[config.mk]
export PLATFORM = sky130hd
export DESIGN_NAME = keypad_scan_decoder
export DESIGN_NICKNAME = d
export VERILOG_FILES = /design/src/rtl/keypad_pkg.sv /design/src/rtl/keypad_row_sync.sv /design/src/rtl/keypad_scan_decoder.sv
export SDC_FILE = /design/constraint.sdc
export NUM_CORES = 1
export LEC_CHECK = 0
export ABC_CLOCK_PERIOD_IN_PS = 3900
export CORE_ASPECT_RATIO = 0.6
export CORE_MARGIN = 8
export CORE_UTILIZATION = 64
export DETAILED_ROUTE_END_ITERATION = 8
export GPL_TIMING_DRIVEN = 0
export PLACE_DENSITY = 0.85
export SETUP_SLACK_MARGIN = 0.2
export SYNTH_ARGS = -nofsm -noshare
export SYNTH_HDL_FRONTEND = slang
export SYNTH_SLANG_ARGS = --single-unit
export TNS_END_PERCENT = 5
[constraint.sdc]
create_clock -name clk -period 3.9 [get_ports clk]
set_input_delay 1.17 -clock clk [delete_from_list [all_inputs] [get_ports clk]]
set_output_delay 1.17 -clock clk [all_outputs]
set_load 0.01 [all_outputs]
[src/rtl/keypad_pkg.sv]
// Shared types and constants for the 4x4 matrix keypad scanner.
// The key map is indexed by {row, col}.
package keypad_pkg;

  localparam int unsigned NUM_ROWS = 4;
  localparam int unsigned NUM_COLS = 4;

  typedef enum logic [1:0] {
    IDLE,
    DB_PRESS,
    HELD,
    DB_RELEASE
  } kp_state_e;

  localparam logic [3:0] KEY_MAP [16] = '{
    4'h1, 4'h2, 4'h3, 4'hA,
    4'h4, 4'h5, 4'h6, 4'hB,
    4'h7, 4'h8, 4'h9, 4'hC,
    4'h0, 4'hF, 4'hE, 4'hD
  };

endpackage

[src/rtl/keypad_row_sync.sv]
// Two-flop synchronizer for the asynchronous, active-low keypad rows.
// Resets to all-ones, which reads as "no key closed".
module keypad_row_sync import keypad_pkg::*; (
  input  logic                clk,
  input  logic                reset,
  input  logic [NUM_ROWS-1:0] row_in,
  output logic [NUM_ROWS-1:0] row_out
);

  logic [NUM_ROWS-1:0] meta_q, sync_q;

  always_ff @(posedge clk or posedge reset) begin
    if (reset) begin
      meta_q <= '1;
      sync_q <= '1;
    end else begin
      meta_q <= row_in;
      sync_q <= meta_q;
    end
  end

  assign row_out = sync_q;

endmodule

[src/rtl/keypad_scan_decoder.sv]
// 4x4 keypad scanner: drives one column low at a time, samples the rows,
// and debounces whole scan frames into a stable hex key code with strobes.
module keypad_scan_decoder import keypad_pkg::*; #(
  parameter int unsigned SCAN_TICKS = 100000,
  parameter int unsigned DB_SCANS   = 4
) (
  input  logic                clk,
  input  logic                reset,
  input  logic [NUM_ROWS-1:0] row,
  output logic [NUM_COLS-1:0] col,
  output logic [3:0]          key_code,
  output logic                key_valid,
  output logic                key_press,
  output logic                key_release,
  output logic                multi_key
);

  localparam int unsigned TICK_W = $clog2(SCAN_TICKS);
  localparam int unsigned CNT_W  = $clog2(DB_SCANS + 1);

  logic [NUM_ROWS-1:0] row_sync;

  keypad_row_sync u_row_sync (
    .clk     (clk),
    .reset   (reset),
    .row_in  (row),
    .row_out (row_sync)
  );

  logic [TICK_W-1:0] tick_q;
  logic [1:0]        col_idx_q;
  logic              sample, frame_end;

  assign sample    = (tick_q == TICK_W'(SCAN_TICKS - 1));
  assign frame_end = sample && (col_idx_q == 2'd3);
  assign col       = ~(NUM_COLS'(1) << col_idx_q);

  always_ff @(posedge clk or posedge reset) begin
    if (reset) begin
      tick_q    <= '0;
      col_idx_q <= '0;
    end else if (sample) begin
      tick_q    <= '0;
      col_idx_q <= col_idx_q + 2'd1;
    end else begin
      tick_q    <= tick_q + TICK_W'(1);
    end
  end

  // Closure count saturates at 2: only none / one / several matter.
  logic [1:0] acc_cnt_q, frame_cnt;
  logic [3:0] acc_code_q, frame_code;
  logic       frame_none, frame_single;

  always_comb begin
    frame_cnt  = acc_cnt_q;
    frame_code = acc_code_q;
    for (int r = 0; r < NUM_ROWS; r++) begin
      if (!row_sync[r]) begin
        if (frame_cnt != 2'd2) frame_cnt = frame_cnt + 2'd1;
        frame_code = KEY_MAP[{2'(r), col_idx_q}];
      end
    end
  end

  assign frame_none   = (frame_cnt == 2'd0);
  assign frame_single = (frame_cnt == 2'd1);

  always_ff @(posedge clk or posedge reset) begin
    if (reset) begin
      acc_cnt_q  <= '0;
      acc_code_q <= '0;
    end else if (frame_end) begin
      acc_cnt_q  <= '0;
      acc_code_q <= '0;
    end else if (sample) begin
      acc_cnt_q  <= frame_cnt;
      acc_code_q <= frame_code;
    end
  end

  kp_state_e   state_q, state_d;
  logic [3:0]  cand_q, cand_d, key_code_q, key_code_d;
  logic [CNT_W-1:0] cnt_q, cnt_d;
  logic        valid_q, valid_d, press_q, press_d, release_q, release_d, multi_q, multi_d;

  always_comb begin
    state_d    = state_q;
    cand_d     = cand_q;
    cnt_d      = cnt_q;
    key_code_d = key_code_q;
    valid_d    = valid_q;
    press_d    = 1'b0;
    release_d  = 1'b0;
    multi_d    = multi_q;
    if (frame_end) begin
      multi_d = (frame_cnt == 2'd2);
      case (state_q)
        IDLE: begin
          if (frame_single) begin
            state_d = DB_PRESS;
            cand_d  = frame_code;
            cnt_d   = CNT_W'(1);
          end
        end
        DB_PRESS: begin
          if (frame_single && (frame_code == cand_q)) begin
            if (cnt_q == CNT_W'(DB_SCANS - 1)) begin
              state_d    = HELD;
              key_code_d = cand_q;
              valid_d    = 1'b1;
              press_d    = 1'b1;
            end else begin
              cnt_d = cnt_q + CNT_W'(1);
            end
          end else if (frame_single) begin
            cand_d = frame_code;
            cnt_d  = CNT_W'(1);
          end else begin
            state_d = IDLE;
          end
        end
        HELD: begin
          if (frame_none) begin
            state_d = DB_RELEASE;
            cnt_d   = CNT_W'(1);
          end
        end
        DB_RELEASE: begin
          if (!frame_none) begin
            state_d = HELD;
          end else if (cnt_q == CNT_W'(DB_SCANS - 1)) begin
            state_d   = IDLE;
            valid_d   = 1'b0;
            release_d = 1'b1;
          end else begin
            cnt_d = cnt_q + CNT_W'(1);
          end
        end
        default: state_d = IDLE;
      endcase
    end
  end

  always_ff @(posedge clk or posedge reset) begin
    if (reset) begin
      state_q    <= IDLE;
      cand_q     <= '0;
      cnt_q      <= '0;
      key_code_q <= '0;
      valid_q    <= 1'b0;
      press_q    <= 1'b0;
      release_q  <= 1'b0;
      multi_q    <= 1'b0;
    end else begin
      state_q    <= state_d;
      cand_q     <= cand_d;
      cnt_q      <= cnt_d;
      key_code_q <= key_code_d;
      valid_q    <= valid_d;
      press_q    <= press_d;
      release_q  <= release_d;
      multi_q    <= multi_d;
    end
  end

  assign key_code    = key_code_q;
  assign key_valid   = valid_q;
  assign key_press   = press_q;
  assign key_release = release_q;
  assign multi_key   = multi_q;

endmodule

== Yosys cells after proc, flatten, opt, wreduce, memory -nomap -nowiden ==
Memories as Yosys holds them, arrays and structs flattened.
Index checks and enable logic that the tools add are counted.

* $add $sub $neg: 7
* Multipliers: 0
* Div/mod/pow operators: 0
* Order comparisons: 4
* Eq/ne operators: 23
* Shift-type cells: 1
* Muxes and demuxes: 54
* Bitwise logic cells: 5
* Reductions and logical operators: 12

{| class="wikitable"
|+ Operator list
! cell !! count
|-
| $mux W4 || 16
|-
| $mux W2 || 17
|-
| $ne A2 B2 Y1 const B || 11
|-
| $ge A5 B5 Y1 const B || 4
|-
| $add A17 B1 Y17 const B || 1
|-
| $eq A17 B17 Y1 const B || 1
|-
| $mux W17 || 1
|-
| $mux W3 || 5
|-
| $pmux W3 S4 || 1
|-
| $reduce_and A6 Y1 || 2
|-
| $mux W1 || 11
|-
| $add A2 B1 Y2 const B || 5
|-
| $not A4 Y5 || 2
|-
| $ne A3 B3 Y1 const B || 3
|-
| $eq A2 B2 Y1 const B || 4
|-
| $pmux W2 S4 || 1
|-
| $pmux W4 S2 || 1
|-
| $reduce_and A3 Y1 || 2
|-
| $reduce_bool A2 Y1 || 3
|-
| $not A2 Y5 || 1
|-
| $not A3 Y5 || 1
|-
| $eq A2 B1 Y1 const B || 2
|-
| $eq A4 B4 Y1 || 1
|-
| $logic_not A2 Y1 || 2
|-
| 7 further kinds || 8
|}

* Bits in registers: 50
* Latch bits: 0
* Memory bits (writable): 0
* ROM bits: 256
* Memories kept: 4

{| class="wikitable"
|+ Memories
! memory !! depth !! width !! rd ports !! clocked after memory_dff !! wr ports !! RTL line !! source
|-
| (name not given) || 16 || 4 || 1 || 0 || 0 || keypad_scan_decoder.sv:61 || <nowiki>frame_code = KEY_MAP[{2'(r), col_idx_q}];</nowiki>
|-
| (name not given) || 16 || 4 || 1 || 0 || 0 || keypad_scan_decoder.sv:61 ||
|-
| (name not given) || 16 || 4 || 1 || 0 || 0 || keypad_scan_decoder.sv:61 ||
|-
| (name not given) || 16 || 4 || 1 || 0 || 0 || keypad_scan_decoder.sv:61 ||
|}

== Depth between registers and ports, before layout ==
Gate-level depths: netlist (run 1).

* Depth in word-level cells: 17
* Mapped depth: 10
* Mapped depth without buffers: 9

== Cells and area by module ==
Synthesis (run 1) repeated with hierarchy kept, for this count alone.

* Cell total of the unflattened synthesis: 303
* Area, all modules: 2952.8 sq um

{| class="wikitable"
|+ Modules (own cells, without submodules)
! module !! times used !! cells an instance !! area each (sq um)
|-
| keypad_scan_decoder || 1 || 294 || 2738.9
|-
| keypad_row_sync || 1 || 9 || 214.0
|}

== Worst setup path before layout (run 1) ==
No wires, ideal clock.

* Path type: reg-to-reg
* Start point: register u_row_sync.sync_q[0] (netlist: u_row_sync.row_out[0])
* End point: register cand_q[0]
* Library setup time: 128 ps
* Data arrival time: 2467 ps
* Data required time: 3772 ps
* Slack: 1305 ps
* Cell stages (with the launch flop): 10
* Path buffers: 2
* Path through: dfstp_2 > buf_2 > buf_2 > mux2i_1 > xnor2_1 > a31oi_1 > a32oi_1 > nand2_1 > a211o_1 > mux2_1

* Word-level cells in the longest chain between the ends: 14

{| class="wikitable"
|+ RTL lines
! item !! RTL line !! source
|-
| start: declaration || keypad_row_sync.sv:10 || <nowiki>logic [NUM_ROWS-1:0] meta_q, sync_q;</nowiki>
|-
| start signal: assignment || keypad_row_sync.sv:18 || <nowiki>sync_q <= meta_q;</nowiki>
|-
| $mux W2 || keypad_scan_decoder.sv:59 || <nowiki>if (!row_sync[r]) begin</nowiki>
|-
| $add A2 B1 Y2 / $ne A2 B2 Y1 (equally long branches) || keypad_scan_decoder.sv:60 || <nowiki>if (frame_cnt != 2'd2) frame_cnt = frame_cnt + 2'd1;</nowiki>
|-
| $mux W2 || keypad_scan_decoder.sv:60 ||
|-
| $mux W2 || keypad_scan_decoder.sv:59 ||
|-
| $add A2 B1 Y2 / $ne A2 B2 Y1 (equally long branches) || keypad_scan_decoder.sv:60 ||
|-
| $mux W2 || keypad_scan_decoder.sv:60 ||
|-
| $mux W2 || keypad_scan_decoder.sv:59 ||
|-
| $add A2 B1 Y2 / $ne A2 B2 Y1 (equally long branches) || keypad_scan_decoder.sv:60 ||
|-
| $mux W2 || keypad_scan_decoder.sv:60 ||
|-
| $mux W2 || keypad_scan_decoder.sv:59 ||
|-
| $eq A2 B1 Y1 || keypad_scan_decoder.sv:67 || <nowiki>assign frame_single = (frame_cnt == 2'd1);</nowiki>
|-
| $mux W4 / $logic_and A1 B1 Y1 (equally long branches) || keypad_scan_decoder.sv:100, keypad_scan_decoder.sv:116, keypad_scan_decoder.sv:107 ||
|-
| $mux W4 / $ne A2 B2 Y1 (equally long branches) || n/a ||
|-
| $pmux W4 S2 / $reduce_and A3 Y1 (equally long branches) || n/a ||
|-
| end signal: assignment || keypad_scan_decoder.sv:157 || <nowiki>cand_q <= cand_d;</nowiki>
|-
| end: declaration || keypad_scan_decoder.sv:83 || <nowiki>logic [3:0] cand_q, cand_d, key_code_q, key_code_d;</nowiki>
|}

Parallel ways exist; a longest one is shown, timed or not. The select of a mux whose other input is x is not followed.
A chain may end at the register's enable or synchronous reset.

== Worst setup path in the final report (run 1) ==
* Start point: register col_idx_q[0]
* End point: output col[3]

* Word-level cells in the longest chain between the ends: 2

{| class="wikitable"
|+ RTL lines
! item !! RTL line !! source
|-
| start: declaration || keypad_scan_decoder.sv:31 || <nowiki>logic [1:0] col_idx_q;</nowiki>
|-
| start signal: assignment || keypad_scan_decoder.sv:44 || <nowiki>col_idx_q <= col_idx_q + 2'd1;</nowiki>
|-
| $shl A1 B2 Y4 || keypad_scan_decoder.sv:36 || <nowiki>assign col = ~(NUM_COLS'(1) << col_idx_q);</nowiki>
|-
| $not A4 Y4 || keypad_scan_decoder.sv:36 ||
|-
| end: declaration || keypad_scan_decoder.sv:10 || <nowiki>output logic [NUM_COLS-1:0] col,</nowiki>
|}

No other way between the ends.

==> results summary, run 1 <==
The number of diodes added for antenna fixing came out at 0. The proportion of power drawn by the clock network came out at 0.342. The number of buffers added to fix hold violations after cts came out at 0. The starting density of the core is 0.656.

The setup violation total in the final timing report is 0. The min-delay analysis places its worst path in the category flop to flop. The number of register bits inferred by synthesis came out at 50.

The run finished with clean final reports. The fraction of post-synthesis cell area in the top cell type by area is 0.357. The number of buffers inserted to repair setup after CTS is 0. The average detailed-routed wire length per instance came out at 16.6 um.

The total I/O pin count is 18. The total congestion overflow is 0. The post-CTS clock slew at the launch and capture registers of the worst setup and hold paths is 90 ps. The H-tree depth reported by CTS is 2. Setup repair after global routing left no endpoint under its margin. Of the total power, the share spent switching nets is 0.261. The internal power summed over all cells is 684 uW.

The share of the cycle needed by the critical path after routing came out at 0.813. The number of cells produced by synthesis came out at 296. The library cell used most frequently in the layout, excluding fill and tap cells, is sky130_fd_sc_hd__dfrtp_1. The count of fill cells added during filler insertion came out at 331. The total non-filler cell area in the finished layout came out at 3310 sq um. Summed over all cells, the static leakage comes to 1.45 nW. In the synthesized netlist the dominant register cell turns out to be sky130_fd_sc_hd__dfrtp_1. The number of antenna violations at the first check in global routing was 0. The power per cell area came out at 280 nW/um^2. The core area came out at 4490 sq um. The instance area at placement came out at 3220 sq um. The first-pass GRT wire length came out at 11000 um. The share of total power dissipated in combinational logic is 0.087. After detailed routing, the number of vias per cell comes to 6.19. The post-synthesis cell type with the largest combined area is sky130_fd_sc_hd__dfrtp_1. The register-to-register path setup slack came out at 790 ps. In this run the critical register-to-register path is launched from u_row_sync.row_out[0].

The worst hold path terminates at u_row_sync.row_out[0]. The DRC marker count from the first detailed-route iteration is 191. The clock latency at the later pin of the worst-skew pair came out at 320 ps. Summing internal, switching and leakage power gives 925 uW. The detailed-route wire length is 6380 um.

The number of buffers created by CTS came out at 5. The worst register-to-register path ends at cand_q[3]. The worst setup path is captured at an output pin. The area taken by multi-input logic gates is 1560 sq um. The number of buffers added on ports is 17.

The number of instances on the worst hold path came out at 0. Of all nets on the critical path, the largest fanout is 9. The net count of the finished layout came out at 337. Yosys attributes the largest share of cell area to sky130_fd_sc_hd__dfrtp_1 (36%), sky130_fd_sc_hd__dfstp_2 (7.1%), sky130_fd_sc_hd__xnor2_1 (4.5%). Once detail routing completed, the nets flagged for antenna violations numbered 0.

The highest achievable clock rate came out at 315 MHz. The critical path is of the flop to output pin type. The final hold violation count is 0.

The critical path arrival is 2000 ps. Yosys mapped the design onto 58 distinct sky130hd cell types. For the pin with the worst max-slew slack, the measured transition is 584 ps.

The number of warning messages in the yosys log is 0. The netlist area before placement is 2950 sq um. The floorplan die width came out at 104 um. The sequential cell area came out at 1260 sq um. The number of global-route vias before repair came out at 2297. The CTS sink count came out at 50.

In the layout the commonest cells are sky130_fd_sc_hd__dfrtp_1 (42), sky130_fd_sc_hd__nand2_1 (20), sky130_fd_sc_hd__nor2_1 (17), sky130_fd_sc_hd__nand3_1 (17), sky130_fd_sc_hd__clkdlybuf4s50_1 (17). The HPWL reported at the end of detailed placement came out at 4710 um. The share of the Yosys chip area taken by registers is 0.428.

The synthesis-to-layout area growth came out at 12.3%. Counting flops with a built-in enable in the synthesized netlist gives 0. The CTS root buffer is sky130_fd_sc_hd__clkbuf_8. The path depth of the worst reg2reg path is 9. The max-capacitance violation count came out at 0. The max-slew violation count is 0. The average cell area after synthesis came out at 9.95 sq um. The switching power of the nets came out at 241 uW. For this run, the total global-route usage over all layers was measured as 0.194. VDD sags by at most 0.232 mV.

For this run, design rule violations remaining after detail routing come to 0. The detailed-router iteration count before antenna repair came out at 7. The pin count of the biggest net entering global routing came out at 37. The congestion estimate from routability-driven global placement came to 0.955.

The setup TNS is 0 ps. The detailed router placed 2382 vias in this run. TritonCTS built the clock tree. The worst setup path is launched from a flop. The worst hold path begins at u_row_sync.meta_q[0].

Of the total power, registers draw 0.571. The clock period minus final worst setup slack came out at 3170 ps. The area of the die is 7100 sq um. The number of rows in the core area came out at 19.

The tightest slew margin relative to the limit came out at 0.599. The longest clock path from root to sink contains 2 buffers. The clock skew is 12.1 ps. The height of the die came out at 68.6 um. The post-synth net total came out at 312. The data required time of the worst path came out at 2730 ps. The share of post-route cells with drive strength above 1 came out at 0.134.

After synthesis, the share of flip-flops with an asynchronous set or reset is 1.00. After clock tree synthesis, the repair step resized 0 gates.
-- layer usage --
metal | GRT usage | wire length (um)
met2 | 0.291 | 2690
met3 | 0.0575 | 535
met1 | 0.260 | 3060
met5 | 0 | 0
met4 | 0.0817 | 93
-- area by class of cell --
| type | instances | share of cell area |
|---|---|---|
| Tap cell | 63 | 0.0238 |
| Clock buffer | 5 | 0.0208 |
| Clock inverter | 3 | 0.00719 |
| Timing Repair Buffer | 18 | 0.0575 |
| Multi-Input combinational cell | 217 | 0.472 |
| Buffer | 12 | 0.0185 |
| Inverter | 17 | 0.0193 |
| Sequential cell | 50 | 0.381 |
-- worst max-delay path: stages (launching register included) --
cell and delay [ps]:
sky130_fd_sc_hd__dfrtp_1 510, sky130_fd_sc_hd__ha_1 370, sky130_fd_sc_hd__inv_1 230, sky130_fd_sc_hd__clkdlybuf4s50_1 580
-- kinds of logic (layout without fill, tap and decap cells) --
group / Yosys count / in the layout / share of synthesized area
adder cells (fa/ha/maj): 10 / 10 / 0.0425
flip-flops: 50 / 50 / 0.428
buffers and inverters: 29 / 55 / 0.0425
multiplexers: 18 / 18 / 0.0718
AO/OA/AOI/OAI: 63 / 63 / 0.152
AND/OR/NAND/NOR: 106 / 106 / 0.204
XOR/XNOR: 20 / 20 / 0.0594
-- cell usage after synthesis, types with 3 or more instances --
| master | n |
|---|---|
| sky130_fd_sc_hd__xor2_1 | 5 |
| sky130_fd_sc_hd__a31oi_1 | 7 |
| sky130_fd_sc_hd__o31ai_1 | 9 |
| sky130_fd_sc_hd__buf_2 | 4 |
| sky130_fd_sc_hd__a211oi_1 | 3 |
| sky130_fd_sc_hd__nand2b_1 | 7 |
| sky130_fd_sc_hd__nand2_1 | 20 |
| sky130_fd_sc_hd__dfstp_2 | 8 |
| sky130_fd_sc_hd__inv_1 | 15 |
| sky130_fd_sc_hd__mux2i_1 | 7 |
| sky130_fd_sc_hd__a211o_1 | 5 |
| sky130_fd_sc_hd__nand3b_1 | 3 |
| sky130_fd_sc_hd__mux2_4 | 4 |
| sky130_fd_sc_hd__and4_1 | 3 |
| sky130_fd_sc_hd__dfrtp_1 | 42 |
| sky130_fd_sc_hd__and3_1 | 7 |
| sky130_fd_sc_hd__clkbuf_1 | 6 |
| sky130_fd_sc_hd__nand4_1 | 4 |
| sky130_fd_sc_hd__o21ai_0 | 13 |
| sky130_fd_sc_hd__nand3_1 | 17 |
| sky130_fd_sc_hd__ha_1 | 10 |
| sky130_fd_sc_hd__nor4b_1 | 3 |
| sky130_fd_sc_hd__o21a_1 | 3 |
| sky130_fd_sc_hd__nor2_1 | 17 |
| sky130_fd_sc_hd__mux2_2 | 4 |
| sky130_fd_sc_hd__nor3_1 | 7 |
| sky130_fd_sc_hd__xnor2_1 | 15 |
| sky130_fd_sc_hd__a21oi_1 | 7 |
-- state kept, by name (all words and copies together) (netlist names), 2 cells and up --
signal,flops
acc_code_q,4
cnt_q,3
key_code,4
state_q,2
col_idx_q,2
tick_q,17
u_row_sync.meta_q,4
acc_cnt_q,2
u_row_sync.row_out,4
cand_q,4
-- metrics by stage --
step	utilization	setup WS, ps	hold WS [ps]	cells
final	0.736	729	359	385
after global routing	0.736	574	363	385
after CTS	0.736	738	361	385
after detailed placement	0.716	818	347	377
after global placement	0.711	617	345	376
after floorplan	-	1310	345	296
-- power by group through the flow --
| stage | Clock (mW) | Sequential, mW | Combinational, mW |
|---|---|---|---|
| floorplan | 0 | 0.537 | 0.0561 |
| global placement | 0 | 0.538 | 0.0757 |
| detailed placement | 0 | 0.538 | 0.0794 |
| CTS | 0.329 | 0.528 | 0.0796 |
| global route | 0.344 | 0.529 | 0.0900 |
| finish | 0.316 | 0.528 | 0.0807 |
-- worst max-delay path by stage --
| stage | start | end | cells past startpoint |
|---|---|---|---|
| 3_3_place_gp | reset | key_release | 2 |
| 4_1_cts | col_idx_q[0] | col[3] | 3 |
| 6_report | col_idx_q[0] | col[3] | 3 |
| 5_1_grt | u_row_sync.row_out[0] | cand_q[3] | 9 |
| 2_1_floorplan | u_row_sync.row_out[0] | cand_q[0] | 9 |
| 3_5_place_dp | u_row_sync.row_out[0] | cand_q[3] | 9 |
(Power assumes the default switching activity.)
==> run 2: changes to the inputs <==
Settings changed: ABC_CLOCK_PERIOD_IN_PS 3900 to 3350, CORE_UTILIZATION 64 to 59, PLACE_DENSITY 0.85 to 0.79.
Clock period 3.9 ns to 3.35 ns, I/O delays scaled along.
==> run 2 against run 1 <==
Effect of this change:
- clock skew decreased by 4.4 ps
- sequential share of layout area down 0.24 points
- clock power rose by 33%
- register-to-register slack worse by 450 ps
- sequential power rose by 17%
- via count fell by 0.38%
- count of clock-buffer cells in the layout rose by 2
- routed wire length rose by 7.1%
- largest cell class unchanged
- non-clock buffer count did not move
==> results summary, run 2 (synthesis gave the netlist of run 1 again) <==
The nature of the critical path endpoint is a flop. The signal on the critical path passes through buf_2 > buf_2 > mux2i_2 > xnor2_1 > a31oi_1 > a32oi_1 > nand2_1 > a211o_1 > mux2_1. The data required time of the worst path is 3540 ps. The clock skew came out at 7.62 ps. The minimum setup slack after placement came out at 284 ps. Max-cap violations in this run came to 0. At the pin with the least slew margin, the transition time is 576 ps. The largest stage delay on the critical path is 520 ps. Once routing completed, OpenROAD measured the worst setup slack at 345 ps. The path depth of the worst reg2reg path came out at 9. The final hold violation count is 0. The die is 107 um wide. The register-to-register path setup slack came out at 340 ps. TritonCTS built the clock tree.

CTS saw 50 sinks. In this design, the largest share of critical-path delay is due to multiplexers. The total area inside the core boundary comes to 4930 sq um. The leakage power figure came out at 1.46 nW. The number of instances on the worst hold path came out at 0. The number of buffers created by CTS came out at 5. The global router's overall resource usage came out at 0.185. The startpoint type of the worst setup path is a flop. The flow ran to the end, and the final reports show no timing, DRC or antenna violations. The initial utilization of the core area, before any placement, comes to 0.598. The clock latency at the later pin of the worst-skew pair came out at 310 ps. The highest achievable clock rate is 333 MHz. The die covers 7590 sq um. The first-pass GRT wire length came out at 11300 um. Dividing the final minimum period by the clock period gives 0.897. The critical path arrival came out at 3200 ps. The number of global-route vias before repair came out at 2293. The total overflow left after global routing is 0. After layout, the minimum clock period comes to 3010 ps. In this run the tightest slew margin relative to its limit is 0.611. Setup repair after global routing left no endpoint under its margin. The placer congestion estimate came out at 0.931. The flip-flop count of the largest register, all copies and words added is 17. The number of diodes added for antenna fixing is 0.

The final layout contains routed wiring with a total length of 6830 um. The first TritonRoute pass finished after 4 iterations. The number of buffers added on ports is 17. The net count of the finished layout is 337. The H-tree depth reported by CTS is 2. The power per cell area is 341 nW/um^2.

More flip-flops sit in one register than any other, and that register is tick_q. Counting stages on the worst path, the most repeated cell is sky130_fd_sc_hd__buf_2. By startpoint and endpoint, the worst setup path is classified as flop to flop. 18 I/O pins were placed.

The path category of the worst min-delay check is flop to flop. The number of antenna violations at the first check in global routing came out at 0. In this run, the number of DRC markers left after iteration 0 of detailed routing was 149.

The synthesis-to-layout area growth is 13.0%. The combined buffer and inverter count along the critical path came out at 2. The ratio of routed vias to standard cells came out at 6.12. The share of post-route cells with drive strength above 1 is 0.130. The count of placed standard cells including taps came out at 380. The maximum VDD drop is 0.177 mV.

The top fanout value on the critical path is 10. Summing internal, switching and leakage power gives 1.13 mW. The number of rows in the core area is 20. In this run the number of cells on the critical path is 9. The count of cells in the finished layout, fillers not included, comes to 388. For this design, the slowest cell found on the critical path is sky130_fd_sc_hd__dfstp_2. The number of design rule violations left after detail routing came out at 0.

The setup TNS came out at 0 ps. The average detailed-routed wire length per instance came out at 17.6 um. The detailed router placed 2373 vias in this run.

The post-route antenna net violation count is 0. The maximum buffer depth of the clock tree is 2. The post-CTS clock slew at the launch and capture registers of the worst setup and hold paths is 90 ps. The count of fill cells added during filler insertion is 411. The CTS root buffer is sky130_fd_sc_hd__clkbuf_8. The pin count of the biggest net entering global routing is 40. The number of buffers added to fix hold violations after cts came out at 0. The setup violation total in the final timing report is 0. The library cell used most frequently in the layout, excluding fill and tap cells, is sky130_fd_sc_hd__dfrtp_1.

The height of the die came out at 70.7 um. The max-slew violation count is 0. In the layout the commonest cells are sky130_fd_sc_hd__dfrtp_1 (42), sky130_fd_sc_hd__nand2_1 (20), sky130_fd_sc_hd__nor2_1 (17), sky130_fd_sc_hd__nand3_1 (17), sky130_fd_sc_hd__clkdlybuf4s50_1 (17). The HPWL reported at the end of detailed placement came out at 5020 um.
==> run 2: path summary, 6_finish.rpt <==
kind	to	start
min in group asynchronous	tick_q[14]	reset
max in group asynchronous	u_row_sync.meta_q[0]	reset
max	cand_q[3]	u_row_sync.row_out[0]
min reg2reg	u_row_sync.row_out[0]	u_row_sync.meta_q[0]
min	u_row_sync.row_out[0]	u_row_sync.meta_q[0]
max reg2reg	cand_q[3]	u_row_sync.row_out[0]
==> run 2: cell type report <==
cell class	count	area (sq um)	area share
clock buffer	7	76.3	0.0229
timing repair buffer	18	190	0.0571
multi-input combinational	217	1560	0.470
tap	66	82.6	0.0248
sequential	50	1260	0.379
clock inverter	1	30.0	0.00902
inverter	17	63.8	0.0192
buffer	12	61.3	0.0184
==> run 2: per-stage QoR <==
step / util / cell area (sq um) / hold WS (ps)
3_3_place_gp: 0.649 / 3200 / 345
2_1_floorplan: - / 2950 / 345
3_5_place_dp: 0.653 / 3220 / 348
5_1_grt: 0.675 / 3330 / 367
4_1_cts: 0.675 / 3330 / 360
6_report: 0.675 / 3330 / 359
==> run 2: per-layer routing <==
| layer | track usage | wire length, um | vias up |
|---|---|---|---|
| met4 | 0.0388 | 44 | 0 |
| met1 | 0.269 | 3320 | 1147 |
| met5 | 0 | 0 | - |
| li1 | - | - | 1128 |
| met2 | 0.263 | 2900 | 91 |
| met3 | 0.0553 | 558 | 7 |
==> run 2: power by group <==
group | switching [mW] | internal [mW] | total, mW
Sequential | 0.00380 | 0.612 | 0.616
Clock | 0.198 | 0.224 | 0.421
Combinational | 0.0618 | 0.0349 | 0.0967
==> run 2: repair_timing <==
item,in CTS,in global routing
endpoints found under the setup margin,0,2
buffers inserted,0,0
resized for setup,0,1
==> variant (flow settings as in run 2) <==
Change the package constant `NUM_ROWS` from 4 to 2.
--- a/src/rtl/keypad_pkg.sv
+++ b/src/rtl/keypad_pkg.sv
@@ -2,7 +2,7 @@
 // The key map is indexed by {row, col}.
 package keypad_pkg;
 
-  localparam int unsigned NUM_ROWS = 4;
+  localparam int unsigned NUM_ROWS = 2;
   localparam int unsigned NUM_COLS = 4;
 
   typedef enum logic [1:0] {
Ports: changed (resized row); port bits go from 18 to 16. No check against the original RTL was run, so the function may have changed too.
==> variant against run 2 <==
Via count is 29% lower; sequential share of layout area increased by 4.7 points; fmax is 3.8% higher; sequential cell count fell by 4; design area down 18%; synthesized cell count fell by 23%; wire length fell by 34%; area after synthesis is 19% lower; setup slack improved by 110 ps; utilization grew 0.57 points; critical path type unchanged; highest routed layer unchanged.
Power is not compared: it rests on default switching activity, and its combinational part moved more than twofold at a synthesized area within 25%.
==> variant: results (changes against run 2) <==
{| class="wikitable"
! Metric !! Value
|-
| Total routing usage reported by global routing || 0.152 (-0.0333)
|-
| First-pass GRT wire length || 7850 µm (-30%)
|-
| Detailed-route via count || 1,676 (-29%)
|-
| I/O Buffers || 15 (-2)
|-
| Total setup violations reported at the end of the flow || 0 (unchanged)
|-
| Clock edge transition at the registers on the reported setup and hold paths || 90 ps (about the same)
|-
| Met2 Usage GRT || 0.217 (-0.0460)
|-
| Crit path arrival time || 3080 ps (-120 ps)
|-
| Max Clock Skew || 10.9 ps (+3.30 ps)
|-
| Global placement routability congestion || 0.830 (-11%)
|-
| Routed length on met3 || 294 µm (-47%)
|-
| Cell with the biggest individual delay on the critical path || sky130_fd_sc_hd__dfstp_2
|-
| Layout cell share with drive strength beyond 1 || 0.104 (-0.0268)
|-
| CP top delay family || simple AND/OR/NAND/NOR gates
|-
| Syn Nets || 241 (-23%)
|-
| Number of nets at the end of the flow || 264 (-22%)
|-
| Final HPWL from detailed placement || 3280 µm (-35%)
|-
| Worst rel slew slack || 0.510 (-0.101)
|-
| Ys Warns || 0 (unchanged)
|-
| Fin crit period || 2890 ps (-111 ps)
|-
| Layout-stage area growth over the synthesis result || 14.3%
|-
| Post-synthesis sequential area ratio || 0.487 (+0.0585)
|-
| Complex-gate fraction of the synthesized area || 0.101 (-0.0505)
|-
| Top area cells in the synthesized netlist || sky130_fd_sc_hd__dfrtp_1 44%, sky130_fd_sc_hd__ha_1 5.3%, sky130_fd_sc_hd__dfstp_2 4.4%
|-
| Met3 Usage GRT || 0.0464 (-0.00894)
|-
| List of most frequent post-synthesis cells || 42 x sky130_fd_sc_hd__dfrtp_1, 21 x sky130_fd_sc_hd__nand2_1, 20 x sky130_fd_sc_hd__nor2_1, 16 x sky130_fd_sc_hd__inv_1, 11 x sky130_fd_sc_hd__nand3_1
|-
| Total length of routed met2 wires || 1880 µm (-35%)
|-
| Worst path max stage delay || 530 ps
|-
| Pin count of the biggest net entering global routing || 31 (-23%)
|-
| Portion of netlist area occupied by mux cells || 0.0548 (-0.0170)
|-
| WL final || 4500 µm (-34%)
|-
| Placed inst area || 2610 µm² (-19%)
|-
| Number of buffers created by CTS || 5 (unchanged)
|-
| Number of different library cells in the post-synthesis netlist || 50 (-14%)
|-
| GR met1 Demand/Resource || 0.215 (-0.0544)
|-
| Metal1 wirelength || 2270 µm (-32%)
|-
| Result of the run || completed
|-
| Fraction of synthesized cell area in xor and xnor cells || 0.0664 (+0.00690)
|-
| Dpl ws || 490 ps (+206 ps)
|-
| Vias in the first global route || 1,612 (-30%)
|-
| Count of routing violations after the opening detailed-route iteration || 97 (-35%)
|-
| Adder and majority cell fraction of the synthesized area || 0.0527 (+0.0102)
|}
## variant: changes by cell type in the layout (fill, tap and decap cells not counted), sizes merged, moves of 4 or more
cell           run 2  this run
buf                7         3
nand3             17        11
mux2i              8         4
dfstp              8         4
and3               7         3
a211o              5         0
o31ai              9         2
a31oi              7         1
clkbuf            13         9
xnor2             15         9
xor2               5         9
## variant: final cells by class
cell class              count  area (µm²)
flip-flops and latches     46        1160
well taps                  50        62.6
clock inverters             1        30.0
fillers                   307        1270
inverters                  16        60.1
repair buffers             16         170
clock buffers               7        76.3
plain buffers               4        17.5
multi-input cells         161        1140
## variant: through the flow
stage | cells | hold slack [ps]
after detailed placement | 293 | 348
after CTS | 301 | 359
after global routing | 301 | 361
final | 301 | 357
after floorplan | 227 | 345
after global placement | 292 | 346
## variant: power groups by stage
stage	sequential, mW	clock [mW]	combinational [mW]
floorplan	0.571	0	0.0326
global placement	0.572	0	0.0438
detailed placement	0.572	0	0.0477
CTS	0.561	0.412	0.0482
global route	0.561	0.438	0.0537
finish	0.561	0.402	0.0478
## variant: worst paths after layout
| kind | slack, ps | start | depth (start not counted) | end |
|---|---|---|---|---|
| max in group asynchronous | 1800 | reset | 3 | u_row_sync.meta_q[1] |
| setup reg to reg | 460 | u_row_sync.row_out[0] | 9 | key_code[1] |
| hold / removal | 360 | u_row_sync.meta_q[1] | 0 | u_row_sync.row_out[1] |
| min in group asynchronous | 990 | reset | 2 | key_press |
| hold reg to reg | 360 | u_row_sync.meta_q[1] | 0 | u_row_sync.row_out[1] |
| setup / recovery | 460 | u_row_sync.row_out[0] | 9 | key_code[1] |
## variant: logic make-up (layout without fill, tap and decap cells)
family	Yosys count	in the layout
xor+xnor	18	18
mux	12	12
simple gates	88	88
flops	46	46
fa+ha+maj	10	10
compound gates	33	33
buf+inv	20	44
